[src/rtl/if_fetch_unit.sv]
// LEGv8 instruction-fetch stage: owns the PC, fetches over an imem req/ack handshake, and feeds ID through a one-entry skid.
// Optional build macro IF_PERF_CNT_EN adds perf_fetch_cnt, a saturating count of ID accepts.
module if_fetch_unit #(
    parameter int unsigned          ADDR_W   = 64,
    parameter int unsigned          INST_W   = 32,
    parameter logic [ADDR_W-1:0]    RESET_PC = '0
) (
    input  logic              clk,
    input  logic              rst,
    input  logic              stall,
    input  logic              redirect,
    input  logic [ADDR_W-1:0] redirect_pc,
    output logic              imem_req,
    output logic [ADDR_W-1:0] imem_addr,
    input  logic              imem_ack,
    input  logic [INST_W-1:0] imem_rdata,
    output logic              inst_valid,
    output logic [INST_W-1:0] inst,
    output logic [ADDR_W-1:0] inst_pc
`ifdef IF_PERF_CNT_EN
    ,
    output logic [31:0]       perf_fetch_cnt
`endif
);

    // DROP means a request is still in flight but its word must be discarded.
    typedef enum logic [1:0] {
        FS_IDLE = 2'd0,
        FS_WAIT = 2'd1,
        FS_DROP = 2'd2
    } fetch_state_e;

    fetch_state_e      r_state;
    fetch_state_e      w_state_nxt;

    logic [ADDR_W-1:0] r_pc;
    logic [ADDR_W-1:0] r_req_addr;

    logic              r_skid_valid;
    logic [INST_W-1:0] r_skid_inst;
    logic [ADDR_W-1:0] r_skid_pc;

    logic              r_out_valid;
    logic [INST_W-1:0] r_out_inst;
    logic [ADDR_W-1:0] r_out_pc;

    logic              w_issue;
    logic              w_req;
    logic              w_xfer;
    logic              w_take;
    logic              w_out_free;
    logic [ADDR_W-1:0] w_addr;
    logic [ADDR_W-1:0] w_redirect_pc;

    assign w_redirect_pc = {redirect_pc[ADDR_W-1:2], 2'b00};

    // A fresh request starts only when nothing is outstanding, the skid can absorb its word,
    // and no redirect is about to move the PC underneath it.
    assign w_issue    = !rst && (r_state == FS_IDLE) && !r_skid_valid && !redirect;
    assign w_req      = !rst && ((r_state != FS_IDLE) || w_issue);
    assign w_xfer     = w_req && imem_ack;
    assign w_take     = w_xfer && (r_state != FS_DROP) && !redirect;
    assign w_out_free = !r_out_valid || !stall;

    always_comb begin
        // NOTE: every combinational output gets a default first so no path can infer a latch.
        w_addr = '0;
        if (!rst) begin
            if (r_state != FS_IDLE) begin
                w_addr = r_req_addr;
            end else if (w_issue) begin
                w_addr = r_pc;
            end
        end
    end

    always_comb begin
        w_state_nxt = r_state;
        unique case (r_state)
            FS_IDLE: begin
                if (w_issue && !imem_ack) begin
                    w_state_nxt = FS_WAIT;
                end
            end
            FS_WAIT: begin
                if (imem_ack) begin
                    w_state_nxt = FS_IDLE;
                end else if (redirect) begin
                    w_state_nxt = FS_DROP;
                end
            end
            FS_DROP: begin
                if (imem_ack) begin
                    w_state_nxt = FS_IDLE;
                end
            end
            default: w_state_nxt = FS_IDLE;
        endcase
    end

    always_ff @(posedge clk) begin
        // NOTE: sequential state uses non-blocking assignments so every register samples pre-edge values.
        if (rst) begin
            r_state <= FS_IDLE;
        end else begin
            r_state <= w_state_nxt;
        end
    end

    // The request address is frozen at issue so a redirect cannot disturb a handshake in progress.
    always_ff @(posedge clk) begin
        if (rst) begin
            r_req_addr <= '0;
        end else if (w_issue) begin
            r_req_addr <= r_pc;
        end
    end

    always_ff @(posedge clk) begin
        if (rst) begin
            r_pc <= RESET_PC;
        end else if (redirect) begin
            r_pc <= w_redirect_pc;
        end else if (w_take) begin
            r_pc <= r_pc + ADDR_W'(4);
        end
    end

    always_ff @(posedge clk) begin
        if (rst) begin
            // NOTE: payload registers are reset as well, so inst/inst_pc read zero straight out of reset.
            r_out_valid  <= 1'b0;
            r_out_inst   <= '0;
            r_out_pc     <= '0;
            r_skid_valid <= 1'b0;
            r_skid_inst  <= '0;
            r_skid_pc    <= '0;
        end else if (redirect) begin
            r_out_valid  <= 1'b0;
            r_skid_valid <= 1'b0;
        end else if (w_out_free) begin
            if (r_skid_valid) begin
                r_out_valid  <= 1'b1;
                r_out_inst   <= r_skid_inst;
                r_out_pc     <= r_skid_pc;
                r_skid_valid <= 1'b0;
            end else if (w_take) begin
                r_out_valid <= 1'b1;
                r_out_inst  <= imem_rdata;
                r_out_pc    <= w_addr;
            end else begin
                r_out_valid <= 1'b0;
            end
        end else if (w_take) begin
            r_skid_valid <= 1'b1;
            r_skid_inst  <= imem_rdata;
            r_skid_pc    <= w_addr;
        end
    end

`ifdef IF_PERF_CNT_EN
    logic [31:0] r_perf_cnt;

    always_ff @(posedge clk) begin
        if (rst) begin
            r_perf_cnt <= '0;
        end else if (r_out_valid && !stall && (r_perf_cnt != 32'hFFFF_FFFF)) begin
            r_perf_cnt <= r_perf_cnt + 32'd1;
        end
    end

    assign perf_fetch_cnt = r_perf_cnt;
`endif

    assign imem_req   = w_req;
    assign imem_addr  = w_addr;
    assign inst_valid = r_out_valid;
    assign inst       = r_out_inst;
    assign inst_pc    = r_out_pc;

endmodule

[config.mk]
export PLATFORM = sky130hd
export DESIGN_NAME = if_fetch_unit
export DESIGN_NICKNAME = d
export VERILOG_FILES = /design/src/rtl/if_fetch_unit.sv
export SDC_FILE = /design/constraint.sdc
export NUM_CORES = 1
export LEC_CHECK = 0
export CAP_MARGIN = 30
export CORE_MARGIN = 5
export CORE_UTILIZATION = 56
export CTS_CLUSTER_DIAMETER = 60
export DETAILED_ROUTE_END_ITERATION = 10
export GPL_ROUTABILITY_DRIVEN = 0
export GPL_TIMING_DRIVEN = 0
export HOLD_SLACK_MARGIN = 0.08
export PLACE_DENSITY = 0.85
export SKIP_LAST_GASP = 1
export SLEW_MARGIN = 10
export SYNTH_ARGS = -nofsm -noshare
export SYNTH_HDL_FRONTEND = slang
export SYNTH_SLANG_ARGS = --single-unit
[constraint.sdc]
create_clock -name clk -period 4.9 [get_ports clk]
set_clock_uncertainty 0.15 [all_clocks]
set_input_delay 0.98 -clock clk [delete_from_list [all_inputs] [get_ports clk]]
set_output_delay 0.98 -clock clk [all_outputs]
set_load 0.01 [all_outputs]
-- Word level (Yosys, flattened, before mapping)
Cells that the tools add are included.
- reduce and logical (&&, ||, !) cells: 25
- multiplexer cells: 16
- bitwise logic cells: 2
- $add $sub $neg: 1
- eq/ne operators: 6
- operators with widths (operator ; count):
    two-way mux 64 bit ; 7
    adder 64 x 3 -> 64 bit (second input constant) ; 1
    two-way mux 32 bit ; 2
    AND reduction 3 bit ; 3
    logical AND 1 bit ; 8
    two-way mux 2 bit ; 4
    zero test 1 bit ; 6
    one-hot mux 2 bit (3 select lines) ; 1
    nonzero test 2 bit ; 3
    inequality test 2 bit (second input constant) ; 2
    inequality test 3 bit (second input constant) ; 1
    OR reduction 3 bit ; 1
    equality test 2 x 1 -> 1 bit (second input constant) ; 1
    equality test 2 bit (second input constant) ; 1
    zero test 2 bit ; 1
    logical OR 1 bit ; 2
    two-way mux 1 bit ; 2
    inequality test 2 x 1 -> 1 bit (second input constant) ; 1
    NOT 1 bit ; 2
    OR reduction 2 bit ; 1
- output and inout bits: 162
- input port bits: 101
- word-level logic and storage cells: 60
- register bits after elaboration: 324

-- Logic depth before layout (Yosys ltp)
Gate-level depths: netlist of run 1.
- word-level depth: 11
- mapped depth: 9
- depth with buffers taken out: 7

-- Worst setup path after synthesis of run 1
No wires, ideal clock.
- path kind: input-to-output
- from: input rst
- to: output imem_addr[10]
- arrival: 2458 ps
- slack: 1312 ps
- required time: 3770 ps
- buffers on the path: 3
- cell stages on the path: 7
- path through: clkbuf_1 -> or2_2 -> clkbuf_1 -> nor3_1 -> buf_2 -> a22oi_1 -> nor2_1
- cells in the longest elaborated chain, start to end: 7
- ends and longest elaborated chain (item ; RTL line ; source):
    from (decl) ; 9 ; input logic rst,
    zero test 1 bit ; -- ;
    logical AND 1 bit (3 in a row) ; 59 ; assign w_issue = !rst && (r_state == FS_IDLE) && !r_skid_valid && !redirect;
    two-way mux 64 bit ; 71 ; end else if (w_issue) begin
    two-way mux 64 bit ; 69 ; if (r_state != FS_IDLE) begin
    two-way mux 64 bit (*) ; 68 ; if (!rst) begin
    to (decl) ; 14 ; output logic [ADDR_W-1:0] imem_addr,
Mark *: on every way between the ends. The rest lies on a longest branch, timed or not.

-- Worst setup path in the final report of run 1
- from: register r_skid_valid
- to: output imem_req
- cells in the longest elaborated chain, start to end: 5
- ends and longest elaborated chain (item ; RTL line ; source):
    from (decl) ; 39 ; logic r_skid_valid;
    from (signal assigned) ; 135 ; r_skid_valid <= 1'b0;
    from (signal assigned) ; 140 ; r_skid_valid <= 1'b0;
    from (signal assigned) ; 146 ; r_skid_valid <= 1'b0;
    zero test 1 bit ; 59 ;
    logical AND 1 bit (2 in a row) ; 59 ;
    logical OR 1 bit ; 60 ; assign w_req = !rst && ((r_state != FS_IDLE) || w_issue);
    logical AND 1 bit ; 60 ;
    to (decl) ; 13 ; output logic imem_req,
No other way between the ends.

==> out/metrics.cfg, run 1 <==
[run_status]
outcome=completed

[synth]
synth_common_cells=418 x nand2_1, 316 x dfxtp_1, 221 x nor2_1
postSynthAreaPerCell_um2=7.74
ys_async_sr_fraction_pct=0
synthTopCellsByArea=dfxtp_1 46%, nand2_1 11%, a211oi_1 6.4%
synth_top_area_share_pct=45.5
yosysUniqueCellTypes=50
yosys.cell_count.top_type=nand2_1
yosysWarnings=0
yosysSeqAreaShare_pct=45.5
synth_edf_count=0
synth_seq_cells=316
yosysTopAreaCell=dfxtp_1
syn-cell-area_um2=13900
synth_ff_type=dfxtp_1
syn_inst=1795

[drt]
wirelength_um=45300
drc=0
wire_per_inst_um=18.6
first_iter_violations=1350
num_vias=14214
firstDrtPassIters=6
viasPerCell=5.82
antenna_left=0

[finish]
multi_input_area_um2=6920
regArea_um2=6330
syn_to_final_growth_pct=29.9
nets=2195
fillCellCount=1919
layout-drive-gt1-share_pct=4.58
fin_util_pct=73.9
fin_area_um2=18000

[power_and_ir_drop]
finalPower_w=0.00574
leakage_nw=5.73
peakVddDrop_mv=0.295
power-per-cell-area_nw_per_um2=318

[clocking]
cts.path.max_buffers=3
h-tree-depth=2
clk_latency_ns=0.51
cts_hold_buf=0
cts_tree=yes
cts_sinks=316
clk_pin_slew_ns=0.06
numCtsBuffers=34
root_buffer=clkbuf_16

[timing]
maxSlewHeadroom_pct=34.8
min_period_over_period_pct=96.2
whs_ns=0.297
slew_viol_final=0
fin_tns_setup_ns=0
fin_crit_ns=4.72
final-hold-violation-count=0
tightest_slew_ns=0.977
setup_violations=0
max_freq_mhz=212
rsz0062_at_grt=no

[place]
place_hpwl_um=33200
port-buffer-count=255
dpl-instance-area_um2=16900

[global_route]
antenna_found_initial=7
grt_first_pass_wirelength_um=71300
grtUsageTotal_pct=30.7
grt_max_degree=14
use_met1_pct=36.9
grtUsageMet3_pct=9.48
grt_use_met2_pct=51.7
gr-total-overflow=0
first_global_vias=13888
busiest_layer=met2

[worst_hold_path]
worstHoldPathCells=2
worstHoldPathType=flip-flop to flip-flop
holdPathEnd=inst_pc[15]
holdCritStartpoint=inst_pc[15]

[setup_path]
arrival_ns=3.59
reg2regPathDepth=8
cp-start-kind=flip-flop
reg2reg_slack_ns=1.28
cp_max_fo=10
crit_required_ns=3.77
reg2reg_from=r_skid_valid
end_kind=primary output
timing.rr.end=inst_pc[62]
crit_type=flip-flop to primary output

[job]
drv_cap=0

[floorplan]
ios=263
row_count=57
start_util_pct=56.9
die_y_um=167
die_width_um=167
die_area_um2=28000
design.core.area_um2=24400

cells by family after synthesis:
group	count (synthesis)	share of synthesized area (%)
other cells	1	0.0270
buf+inv	167	4.77
mux	42	3.03
simple gates	764	23.2
compound gates	457	20.4
fa+ha+maj	1	0.0901
xor+xnor	47	2.96
flops	316	45.5
cell usage in the layout, fill, tap and decap left out, drive strengths merged, types with 2 or more instances in the layout:
cell           netlist  layout
buf                 38      42
xnor2               37      37
or2                  6       6
diode                0       3
nand3b               3       3
clkbuf             123     175
nand2              419     419
o21a                 3       3
nand4               23      23
mux2i               42      42
a21oi              176     176
o21bai               3       3
clkdlybuf4s50        0     255
clkinv               0       7
nor4                19      19
or3                 15      15
a311oi               8       8
conb                 1       4
a211oi             120     120
inv                  6       6
dfxtp              316     316
o211ai               3       3
o31ai                2       2
xor2                10      10
a22oi               63      63
nor2               221     221
and4                 4       4
o32ai                3       3
nand3               19      19
and3                 2       2
o21ai               72      72
nor3                29      29
metal layers:
metal,wire length [µm],share of wire [%],vias to the layer above
li1,-,-,6777
met4,1620,3.6,8
met5,45,0.099,-
met3,4830,11,119
met1,17500,39,6612
met2,21400,47,698
state kept, by name (all words and copies together), names as in the netlist:
| signal | cells |
|---|---|
| inst | 32 |
| inst_pc | 62 |
| inst_valid | 1 |
| r_pc | 62 |
| r_req_addr | 62 |
| r_skid_inst | 32 |
| r_skid_pc | 62 |
| r_skid_valid | 1 |
| r_state | 2 |
layout make-up:
class | instances | area share [%]
clock buffers | 52 | 5.78
diodes | 3 | 0.0416
flip-flops and latches | 316 | 35.1
well taps | 324 | 2.25
repair buffers | 260 | 14.4
multi-input cells | 1315 | 38.4
inverters | 6 | 0.125
plain buffers | 160 | 3.54
clock inverters | 8 | 0.361
power breakdown:
group	switching [W]	internal [W]
registers	0.0000671	0.00263
logic	0.000295	0.000210
clock network	0.00102	0.00152
how the worst max path moves through the flow:
stage	from	end	cells past startpoint	slack [ns]
finish	r_skid_valid	imem_req	7	0.18
global route	redirect	imem_addr[11]	8	0.12
CTS	redirect	imem_addr[2]	8	0.04
detailed placement	redirect	imem_addr[2]	8	-0.37
global placement	redirect	imem_addr[2]	8	-0.82
floorplan	rst	imem_addr[10]	7	1.31
per-stage QoR:
step / cells / worst slack, ns
global placement: 2377 / -0.822
global route: 2444 / 0.117
finish: 2444 / 0.184
floorplan: 1798 / 1.31
CTS: 2442 / 0.0396
detailed placement: 2380 / -0.371
critical path, stage by stage (launching register included):
cell             delay (ns)
dfxtp_1                0.34
clkbuf_1               0.69
clkbuf_1               0.80
clkbuf_1               0.44
nor2_1                 0.10
nor2_1                 0.11
nor2_1                 0.05
clkdlybuf4s50_1        0.55
repair_timing:
| action | in CTS | in global routing |
|---|---|---|
| gates cloned | 0 | 0 |
| gates resized for setup | 1 | 1 |
| endpoints found under the setup margin | 62 | 43 |
| buffers inserted | 2 | 0 |
| pin swaps | 1 | 0 |
No activity file was read; power rests on OpenSTA's default activity.
==> run 2, diff against run 1 <==
- CAP_MARGIN: 30 -> 5
- SKIP_LAST_GASP: 1 -> default
==> run 2 against run 1 <==
Against the previous run:
- worst hold slack improved by 0.0024 ns
- clock power up 8%
- core utilization increased by 0.33 points
- clock-buffer cell count is 3 lower
- die area did not move
- critical path type is now input port to primary output
- critical endpoint is now imem_addr[60]
- largest cell class unchanged
==> out/metrics.cfg, run 2 (synthesis results as in run 1) <==
[floorplan]
row_count=57  ; unchanged
start_util_pct=56.9  ; unchanged
design.core.area_um2=24400  ; unchanged
die_width_um=167  ; unchanged
ios=263  ; unchanged
die_area_um2=28000  ; unchanged
die_y_um=167  ; unchanged

[clocking]
root_buffer=clkbuf_16
clk_pin_slew_ns=0.06  ; about the same
cts_hold_buf=0  ; unchanged
cts_tree=yes
cts.path.max_buffers=3  ; unchanged
h-tree-depth=2  ; unchanged
cts_sinks=316  ; unchanged
numCtsBuffers=35  ; +2.9%
clk_latency_ns=0.52  ; about the same

[timing]
final-hold-violation-count=0  ; unchanged
min_period_over_period_pct=95.6  ; -0.60 points
slew_viol_final=0  ; unchanged
rsz0062_at_grt=no
setup_ws_ns=0.214  ; +0.0296 ns
max_freq_mhz=213  ; +0.63%
setup_violations=0  ; unchanged
tightest_slew_ns=1.19  ; +0.215 ns
maxSlewHeadroom_pct=20.5  ; -14 points
fin_crit_ns=4.69  ; -0.0296 ns

[place]
place_hpwl_um=33000  ; -0.62%
preCtsSetupSlack_ns=-0.349  ; +0.0219 ns
port-buffer-count=255  ; unchanged

[drt]
viasPerCell=5.89  ; +1.2%
first_iter_violations=1271  ; -5.9%
firstDrtPassIters=6  ; unchanged
wirelength_um=45700  ; +0.71%
wire_per_inst_um=18.7  ; +0.67%
drc=0  ; unchanged
antenna_left=0  ; unchanged
num_vias=14393  ; +1.3%

[global_route]
first_global_vias=13909  ; +0.15%
gr-total-overflow=0  ; unchanged
grtUsageMet3_pct=10.4  ; +0.97 points
busiest_layer=met2
grt_use_met2_pct=51.4  ; -0.28 points
grt_first_pass_wirelength_um=72300  ; +1.3%
grtUsageTotal_pct=31.1  ; +0.42 points
grt_max_degree=14  ; unchanged
antenna_found_initial=6  ; -1
use_met1_pct=37.5  ; +0.55 points

[setup_path]
cpMaxStageDelayCell=clkdlybuf4s50_1
crit_required_ns=3.77  ; about the same
cp_max_fo=10  ; unchanged
reg2reg_slack_ns=1.34  ; +0.06 ns
crit_family=buffers and inverters
arrival_ns=3.56  ; -0.03 ns
end_kind=primary output
reg2regPathDepth=8  ; unchanged
reg2reg_from=r_skid_valid
cp_cell_sequence=clkdlybuf4s50_1, or2_2, nor3_4, buf_4, buf_2, a22oi_1, nor2_1, clkdlybuf4s50_1
setup.worst_path.end=imem_addr[60]
crit_path_frequent_cell=clkdlybuf4s50_1
cp-start-kind=input port
timing.rr.end=inst_pc[62]
timing.critical_path.from=redirect
critPathBufInv=4  ; unchanged
cp.depth=8  ; +1
crit_type=input port to primary output
critPathMaxStageDelay_ns=0.59  ; -0.21 ns

[power_and_ir_drop]
p_int_w=0.00452  ; +3.7%
leakage_nw=5.77  ; +0.69%
power_frac_comb_pct=8.5  ; -0.3 points
peakVddDrop_mv=0.270  ; -8.3%
clkPwrFrac_pct=46.1  ; +1.9 points
power-per-cell-area_nw_per_um2=328  ; +3.1%
switching_share_pct=23.9  ; -0.13 points
switching_power_w=0.00142  ; +2.9%
seqPwrFrac_pct=45.4  ; -1.6 points

[finish]
multi_input_area_um2=6930  ; +0.11%
syn_to_final_growth_pct=30.4
layout-drive-gt1-share_pct=4.77  ; +0.19 points
nets=2195  ; unchanged
final_common_cell=nand2_1
layout_common_cells=418 x nand2_1, 316 x dfxtp_1, 255 x clkdlybuf4s50_1, 221 x nor2_1, 176 x a21oi_1
regArea_um2=6330  ; unchanged
fin_util_pct=74.3  ; +0.33 points
fillCellCount=1900  ; -0.99%

[worst_hold_path]
worstHoldPathType=flip-flop to flip-flop

[job]
drv_cap=0  ; unchanged

[run_status]
outcome=completed

==> run 2: worst min-delay path: stages, from the launching register on <==
cell,delay (ns)
dfxtp_1,0.31
nand2_1,0.05
a21oi_1,0.05
==> run 2: worst min-delay path by stage <==
stage | endpoint | cells past startpoint | start
after global routing | inst_pc[51] | 2 | inst_pc[51]
after floorplan | r_skid_inst[0] | 2 | r_skid_inst[0]
final | inst_pc[15] | 2 | inst_pc[15]
after CTS | inst_pc[22] | 2 | inst_pc[22]
after global placement | inst_pc[3] | 2 | inst_pc[3]
after detailed placement | inst_pc[60] | 2 | inst_pc[60]
==> run 2: area by class of cell <==
class                           instances  share of cell area (%)
Antenna cell                            3                  0.0414
Buffer                                160                    3.52
Clock buffer                           49                    5.69
Clock inverter                         13                   0.932
Inverter                                6                   0.124
Multi-Input combinational cell       1315                    38.3
Sequential cell                       316                    34.9
Tap cell                              324                    2.24
Timing Repair Buffer                  259                    14.3
==> run 2: routing by layer <==
layer  share of wire, %  vias up
met2                 46      766
met3                 12      150
met1                 38     6685
li1                   -     6784
met4                4.3        8
met5               0.15        -
==> run 2: repair_timing <==
action	4_1_cts	5_1_grt
pin swaps	1	1
endpoints found under the setup margin	62	62
resized for setup	1	1
buffers inserted	3	0
==> run 2: stage by stage <==
step	std cells	TNS (ns)	hold WS (ns)	instance area, µm²	total power (W)
after floorplan	1798	0	0.286	13900	0.00299
after global placement	2377	-37.11	0.289	16900	0.00323
after detailed placement	2378	-8.82	0.295	16900	0.00324
after CTS	2443	0	0.304	18100	0.00594
after global routing	2444	0	0.312	18100	0.00611
final	2445	0	0.300	18100	0.00595
==> run 2: power groups by stage <==
| stage | sequential, W | clock (W) | combinational, W |
|---|---|---|---|
| finish | 0.00270 | 0.00274 | 0.000505 |
| global route | 0.00270 | 0.00287 | 0.000543 |
| CTS | 0.00269 | 0.00275 | 0.000496 |
| detailed placement | 0.00275 | 0 | 0.000489 |
| global placement | 0.00275 | 0 | 0.000479 |
| floorplan | 0.00274 | 0 | 0.000252 |
